File: config.mk
export PLATFORM = sky130hd
export DESIGN_NAME = addsub_arb
export DESIGN_NICKNAME = d
export VERILOG_FILES = /design/src/rtl/addsub_arb_pkg.sv /design/src/rtl/addsub_arb_addsub.sv /design/src/rtl/addsub_arb.sv
export SDC_FILE = /design/constraint.sdc
export NUM_CORES = 1
export LEC_CHECK = 0
export ABC_AREA = 1
export CORE_ASPECT_RATIO = 1.75
export CORE_MARGIN = 10
export CORE_UTILIZATION = 47
export DETAILED_ROUTE_END_ITERATION = 6
export GPL_TIMING_DRIVEN = 0
export HOLD_SLACK_MARGIN = 0.06
export MAX_ROUTING_LAYER = met4
export PLACE_DENSITY = 0.79
export SYNTH_ARGS = -nofsm -noshare
export SYNTH_HDL_FRONTEND = slang
export SYNTH_SLANG_ARGS = --single-unit
File: constraint.sdc
create_clock -name clk -period 2.1 [get_ports clk]
set_clock_uncertainty 0.05 [all_clocks]
set_input_delay 0.63 -clock clk [delete_from_list [all_inputs] [get_ports clk]]
set_output_delay 0.63 -clock clk [all_outputs]
set_load 0.02 [all_outputs]
File: src/rtl/addsub_arb_pkg.sv
// Shared types for the two-requester add/subtract arbiter.
// Holds the width default, FSM state type and requester index type.
package addsub_arb_pkg;

    localparam int WIDTH_DEF = 8;
    localparam int N_REQ_DEF = 2;

    typedef enum logic [1:0] {
        ST_IDLE = 2'd0,
        ST_EXEC = 2'd1,
        ST_RESP = 2'd2
    } state_t;

    typedef logic req_idx_t;

    // Round-robin pick: favoured requester wins a tie, else the lone one.
    function automatic req_idx_t pick_winner(
        input logic [1:0] req,
        input req_idx_t   prio
    );
        req_idx_t w;
        if (req[0] && req[1]) begin
            w = prio;
        end else if (req[1]) begin
            w = 1'b1;
        end else begin
            w = 1'b0;
        end
        return w;
    endfunction

endpackage

File: src/rtl/addsub_arb_addsub.sv
// Shared add/subtract datapath: sum = a + b or a - b, modulo 2^WIDTH.
// For subtract, cout = 1 means no borrow occurred.
module addsub_arb_addsub
    import addsub_arb_pkg::*;
#(
    parameter int WIDTH = WIDTH_DEF
) (
    input  logic [WIDTH-1:0] a,
    input  logic [WIDTH-1:0] b,
    input  logic             sub,
    output logic [WIDTH-1:0] sum,
    output logic             cout
);

    logic [WIDTH-1:0] w_b_int;
    logic [WIDTH:0]   w_full;

    // Two's-complement subtract: invert b and inject carry-in.
    always_comb begin
        w_b_int = b ^ {WIDTH{sub}};
        w_full  = {1'b0, a} + {1'b0, w_b_int} + {{WIDTH{1'b0}}, sub};
        sum     = w_full[WIDTH-1:0];
        cout    = w_full[WIDTH];
    end

endmodule

File: src/rtl/addsub_arb.sv
// Round-robin arbiter sharing one add/subtract unit between two requesters.
// IDLE grants and latches operands, EXEC computes, RESP holds the result.
module addsub_arb
    import addsub_arb_pkg::*;
#(
    parameter int WIDTH = WIDTH_DEF,
    parameter int N_REQ = N_REQ_DEF
) (
    input  logic             clk,
    input  logic             rst_n,
    input  logic [N_REQ-1:0] req,
    input  logic [WIDTH-1:0] a0,
    input  logic [WIDTH-1:0] b0,
    input  logic             sub0,
    input  logic [WIDTH-1:0] a1,
    input  logic [WIDTH-1:0] b1,
    input  logic             sub1,
    output logic [N_REQ-1:0] gnt,
    output logic [WIDTH-1:0] res,
    output logic             res_cout,
    output logic             res_ovf,
    output logic             res_id,
    output logic             res_valid,
    input  logic             res_ready
);

    state_t           r_state;
    req_idx_t         r_prio;
    req_idx_t         r_owner;
    logic [WIDTH-1:0] r_a;
    logic [WIDTH-1:0] r_b;
    logic             r_sub;
    logic [WIDTH-1:0] r_res;
    logic             r_cout;
    logic             r_ovf;
    req_idx_t         r_id;
    logic             r_valid;

    logic             w_any;
    req_idx_t         w_win;
    logic [N_REQ-1:0] w_gnt;
    logic [WIDTH-1:0] w_sum;
    logic             w_cout;
    logic             w_bint_msb;
    logic             w_ovf;

    // Single shared datapath, always fed from the operand registers.
    addsub_arb_addsub #(
        .WIDTH (WIDTH)
    ) u_addsub (
        .a    (r_a),
        .b    (r_b),
        .sub  (r_sub),
        .sum  (w_sum),
        .cout (w_cout)
    );

    // Winner selection and one-hot grant, only while idle and out of reset.
    always_comb begin
        w_any = |req;
        w_win = pick_winner(req[1:0], r_prio);
        w_gnt = '0;
        if ((r_state == ST_IDLE) && w_any && rst_n) begin
            w_gnt[0] = ~w_win;
            w_gnt[1] = w_win;
        end
    end

    // Signed overflow: operands agree in sign but the sum does not.
    always_comb begin
        w_bint_msb = r_b[WIDTH-1] ^ r_sub;
        w_ovf      = (r_a[WIDTH-1] == w_bint_msb) &&
                     (w_sum[WIDTH-1] != r_a[WIDTH-1]);
    end

    // Control FSM, round-robin pointer, operand and result registers.
    always_ff @(posedge clk or negedge rst_n) begin
        if (!rst_n) begin
            r_state <= ST_IDLE;
            r_prio  <= 1'b0;
            r_owner <= 1'b0;
            r_a     <= '0;
            r_b     <= '0;
            r_sub   <= 1'b0;
            r_res   <= '0;
            r_cout  <= 1'b0;
            r_ovf   <= 1'b0;
            r_id    <= 1'b0;
            r_valid <= 1'b0;
        end else begin
            unique case (r_state)
                ST_IDLE: begin
                    if (w_any) begin
                        r_a     <= w_win ? a1 : a0;
                        r_b     <= w_win ? b1 : b0;
                        r_sub   <= w_win ? sub1 : sub0;
                        r_owner <= w_win;
                        r_prio  <= ~w_win;
                        r_state <= ST_EXEC;
                    end
                end
                ST_EXEC: begin
                    r_res   <= w_sum;
                    r_cout  <= w_cout;
                    r_ovf   <= w_ovf;
                    r_id    <= r_owner;
                    r_valid <= 1'b1;
                    r_state <= ST_RESP;
                end
                ST_RESP: begin
                    if (res_ready) begin
                        r_valid <= 1'b0;
                        r_state <= ST_IDLE;
                    end
                end
                default: begin
                    r_state <= ST_IDLE;
                end
            endcase
        end
    end

    assign gnt       = w_gnt;
    assign res       = r_res;
    assign res_cout  = r_cout;
    assign res_ovf   = r_ovf;
    assign res_id    = r_id;
    assign res_valid = r_valid;

endmodule

-- Word-level counts from Yosys, hierarchy flattened
Cells that the tools add are included.
- register bits: 33
- input bits: 39
- output and inout port bits: 14
- word-level logic and storage cells: 43
- $add $sub $neg: 2
- equal/unequal tests: 6
- mux-type cells: 11
- bitwise logic cells: 3
- reduce and logical (&&, ||, !) cells: 10
- operator list (cell ; count):
    2-to-1 mux 8 bit ; 2
    adder 8 x 8 -> 9 bit ; 1
    adder 9 x 1 -> 9 bit ; 1
    XOR 8 bit ; 1
    2-to-1 mux 2 bit ; 3
    case mux 2 bit (3 select lines) ; 1
    AND reduction 2 bit ; 3
    logical AND 1 bit ; 4
    2-to-1 mux 1 bit ; 4
    != test 2 bit, second input constant ; 2
    == test 2 x 1 -> 1 bit, second input constant ; 1
    == test 2 bit, second input constant ; 1
    zero test 2 bit ; 1
    case mux 1 bit (2 select lines) ; 1
    nonzero test 2 bit ; 1
    OR reduction 2 bit ; 1
    == test 1 bit ; 1
    != test 1 bit ; 1
    inverter 1 bit ; 1
    XOR 1 bit ; 1

-- Depth between registers and ports, before layout
- depth after elaboration: 5
- gate-level depth with buffers: 13

-- Cells and area by module
Synthesis repeated with hierarchy kept, for this count alone.
- cells, all modules: 300
- area, all modules: 2114.5 µm²
- modules (own cells, without submodules) (module ; times used ; cells an instance ; area each (µm²) ; seq. area each (µm²)):
    addsub_arb ; 1 ; 227 ; 1662.8 ; 825.8
    addsub_arb_addsub ; 1 ; 73 ; 451.7 ; 0.0

-- Worst setup path before layout
OpenSTA, ideal clock, no wires.
- kind: in2out
- from: input port req[1]
- to: output port gnt[1]
- arrival time: 1.444 ns
- setup slack: -0.024 ns
- stages: 5
- buffers on the path: 1
- path through: inv_2 -> a21oi_4 -> buf_2 -> nand2_1 -> nor2_1
- cells in the longest elaborated chain, start to end: 4
- elaborated cells on any way between the ends: 7
- RTL lines (what ; RTL line ; source):
    from (decl) ; addsub_arb.sv:11 ; input logic [N_REQ-1:0] req,
    OR reduction 2 bit ; addsub_arb.sv:60 ; w_any = |req;
    logical AND 1 bit (2 in series) ; addsub_arb.sv:63 ; if ((r_state == ST_IDLE) && w_any && rst_n) begin
    2-to-1 mux 2 bit * ; addsub_arb.sv:63 ;
    to (decl) ; addsub_arb.sv:18 ; output logic [N_REQ-1:0] gnt,
Every way passes the cells marked *; elsewhere a longest branch is shown, timed or not.

-- Final worst setup path
- from: input port req[0]
- to: output port gnt[0]
- cells in the longest elaborated chain, start to end: 4
- elaborated cells on any way between the ends: 7
- RTL lines (what ; RTL line):
    OR reduction 2 bit or logical AND 1 bit (tied branches) ; addsub_arb.sv:60, addsub_arb_pkg.sv:22
    logical AND 1 bit or 2-to-1 mux 1 bit (tied branches) ; addsub_arb.sv:63, addsub_arb_pkg.sv:22
    logical AND 1 bit or inverter 1 bit (tied branches) ; addsub_arb.sv:63, addsub_arb.sv:64
    2-to-1 mux 2 bit * ; addsub_arb.sv:63
Marked as above.

==> impl_metrics.tcl <==
set metrics [dict create \
    run_status "completed" \
    crit_path_start "req[0]" \
    postCtsHoldBufs 0 \
    yosys.area_share.simple 0.298 \
    reg2reg_depth 9 \
    synth-xor-area-share 0.0470 \
    antenna_found_initial 0 \
    ir_worst_vdd_v 0.00101 \
    initial_core_util 0.482 \
    nets 346 \
    grt_usage 0.156 \
    finalInstanceArea_um2 2630 \
    start_kind "input pin" \
    die_area_um2 6980 \
    drt_pre_antenna_iters 4 \
    slew_headroom 0.782 \
    synth_area_per_cell_um2 8.02 \
    grt_max_degree 35 \
    drv_slew 0 \
    hold_viol 0 \
    clockBufferDepth 2 \
    dp_hpwl_mm 3.63 \
    ys_seq_area_frac 0.444 \
    wirelength_mm 4.98 \
    drt_iter0_drc 70 \
    vias_per_cell 5.12 \
    antennaDiodeCount 0 \
    crit_type "in -> out" \
    p_leak_nw 1.27 \
    synth_top_family_by_area "simple AND/OR/NAND/NOR gates" \
    cts_sinks 33 \
    drv_cap 0 \
    ys_types 24 \
    synth_compound_area_frac 0.0780 \
    nFillCells 323 \
    netlist_area_um2 1860 \
    synth_seq_cells 33 \
    crit_arrival_ns 1.39 \
    setup_tns_ns 0 \
    r2r-start "r_sub$_DFFE_PN0P_" \
    syn_nets 279 \
    place_congestion 0.881 \
    dpl_cell_area_um2 2440 \
    muxShareOfSynthArea 0 \
    ioPinCount 53 \
    endpoint "gnt[0]" \
    worstSkewPairLatency_ns 0.28 \
    cts_tree "done" \
    core_um2 3870 \
    drive_gt1_frac 0.147 \
    postRouteAntennaNets 0 \
    finalCriticalPeriod_ns 2.07 \
    overflow 0 \
    hp-class "in -> async" \
    synthCells 232 \
    clkTransAtPathRegs_ns 0.07 \
    r2r_slack_ns 0.13 \
    yosys_warnings 0 \
    cts-htree-levels 2 \
    syn2layout_area_growth_pct 41.3 \
    rows 30 \
    root_buffer "clkbuf_8" \
    worstMarginPinSlew_ns 0.325 \
    setup_viol 0 \
    reg2reg_to "res[6]$_DFFE_PN0P_" \
    grt_pass1_vias 1906 \
    cts_buffers 5 \
    routedWlPerCell_um 14.3 \
    worstPathRequired_ns 1.42 \
    die_width_um 67.6 \
    period_share 0.986 \
    die_height_um 103 \
    worstPathMaxFanout 9 \
    drc 0 \
    vias 1777 \
    portBuffers 52 \
    synth_fa_ha_area_frac 0.0578 \
    rsz0062_at_grt "yes" \
    fmax_mhz 483 \
    post-route-util 0.681 \
    powerDensity_nw_per_um2 1680 \
    grt_pass1_wl_mm 8.20 \
    end_kind "output port" \
]
==> worst min path at each step <==
stage                                   endpoint  depth (start not counted)            startpoint  slack, ns
after global routing      r_state[0]$_DFFE_PN0P_                          1                 rst_n       0.18
after global placement        res[5]$_DFFE_PN0P_                          2    res[5]$_DFFE_PN0P_       0.41
after floorplan               r_a[0]$_DFFE_PN0P_                          0                 rst_n       0.28
after CTS                     r_prio$_DFFE_PN0P_                          1                 rst_n       0.17
final                     r_state[0]$_DFFE_PN0P_                          1                 rst_n       0.17
after detailed placement    res_cout$_DFFE_PN0P_                          2  res_cout$_DFFE_PN0P_       0.42
==> critical path, cell delays in order <==
cell	delay, ns
buf_2	0.13
a21oi_4	0.19
buf_6	0.15
inv_6	0.05
nand2_2	0.07
nor2_2	0.04
buf_6	0.12
==> sequential cells by signal, summed over array words and instances (netlist names) <==
signal	flops
r_a	8
res_cout	1
res_ovf	1
r_sub	1
r_owner	1
r_state	2
res_id	1
r_prio	1
res_valid	1
res	8
r_b	8
==> synth_stat cells <==
library cell,count,share of area
or2_2,1,0.0034
nor2_1,7,0.014
nand3b_1,1,0.0040
nor2_4,1,0.0060
xor2_1,6,0.028
ha_1,7,0.047
xnor2_1,4,0.019
a21oi_4,1,0.0087
a31oi_1,1,0.0034
nand3_1,55,0.15
buf_2,8,0.022
inv_2,6,0.012
o21a_1,1,0.0040
o211ai_2,1,0.0067
o21ai_0,4,0.011
inv_1,18,0.036
fa_1,1,0.011
nand2_1,59,0.12
a21oi_1,5,0.013
o211ai_1,3,0.012
o21ai_1,7,0.019
nand4_1,1,0.0034
buf_6,1,0.0060
dfrtp_1,33,0.44
==> through the flow <==
step                      total power [mW]  cells  hold slack (ns)  worst slack, ns
after floorplan                       3.05    232            0.284           0.0266
after global placement                3.72    332            0.412            -1.73
after detailed placement              3.79    332            0.419            -1.16
after CTS                             4.36    345            0.174           0.0196
after global routing                  4.85    347            0.183          -0.0288
final                                 4.41    347            0.169           0.0304
==> final cells by class <==
cell class                      count  area, µm²  area share
Buffer                              8       52.6      0.0200
Clock buffer                        7       86.3      0.0328
Inverter                           24       97.6      0.0371
Multi-Input combinational cell    166        921       0.350
Sequential cell                    33        826       0.314
Tap cell                           48       60.1      0.0228
Timing Repair Buffer               61        588       0.223
==> timing repair <==
item                                    CTS  global route
pin swaps                                 2             1
endpoints found under the setup margin    2             4
setup buffers                             7             2
resized for setup                        26             9
==> per-layer routing <==
layer  part of all wire  vias up  global-route usage  wire length (µm)
li1                   -      904                   -                 -
met1               0.38      806               0.150              1900
met2               0.55       50               0.277              2720
met3              0.036       17              0.0291               179
met4              0.037        0              0.0937               182
met5                  0        -                   -                 0
==> layout by cell type (no fill, tap or decap), types with 3 or more instances in the layout <==
master / netlist / layout
nor2_1: 7 / 4
o21ai_1: 7 / 7
o211ai_1: 3 / 3
xnor2_1: 4 / 3
a21oi_1: 5 / 5
buf_2: 8 / 7
inv_1: 18 / 17
nor2_2: 0 / 3
xor2_1: 6 / 6
ha_1: 7 / 7
nand3_1: 55 / 55
clkdlybuf4s50_1: 0 / 47
clkbuf_8: 0 / 6
o21ai_0: 4 / 4
buf_4: 0 / 9
dfrtp_1: 33 / 33
buf_6: 1 / 6
nand2_1: 59 / 58
inv_2: 6 / 5
==> power by group <==
group / internal, mW / switching (mW)
Combinational: 1.20 / 1.59
Clock: 0.260 / 0.219
Sequential: 0.950 / 0.191
==> kinds of logic (layout without fill, tap and decap cells) <==
family                     Yosys count  in the layout
DFF                                 33             33
xor gates and xnor gates            10             10
and+or+nand+nor                    125            125
adders and majority gates            8              8
buffers and inverters               33            100
AOI/OAI and AO/OA                   23             23
No activity file was read; power rests on OpenSTA's default activity.
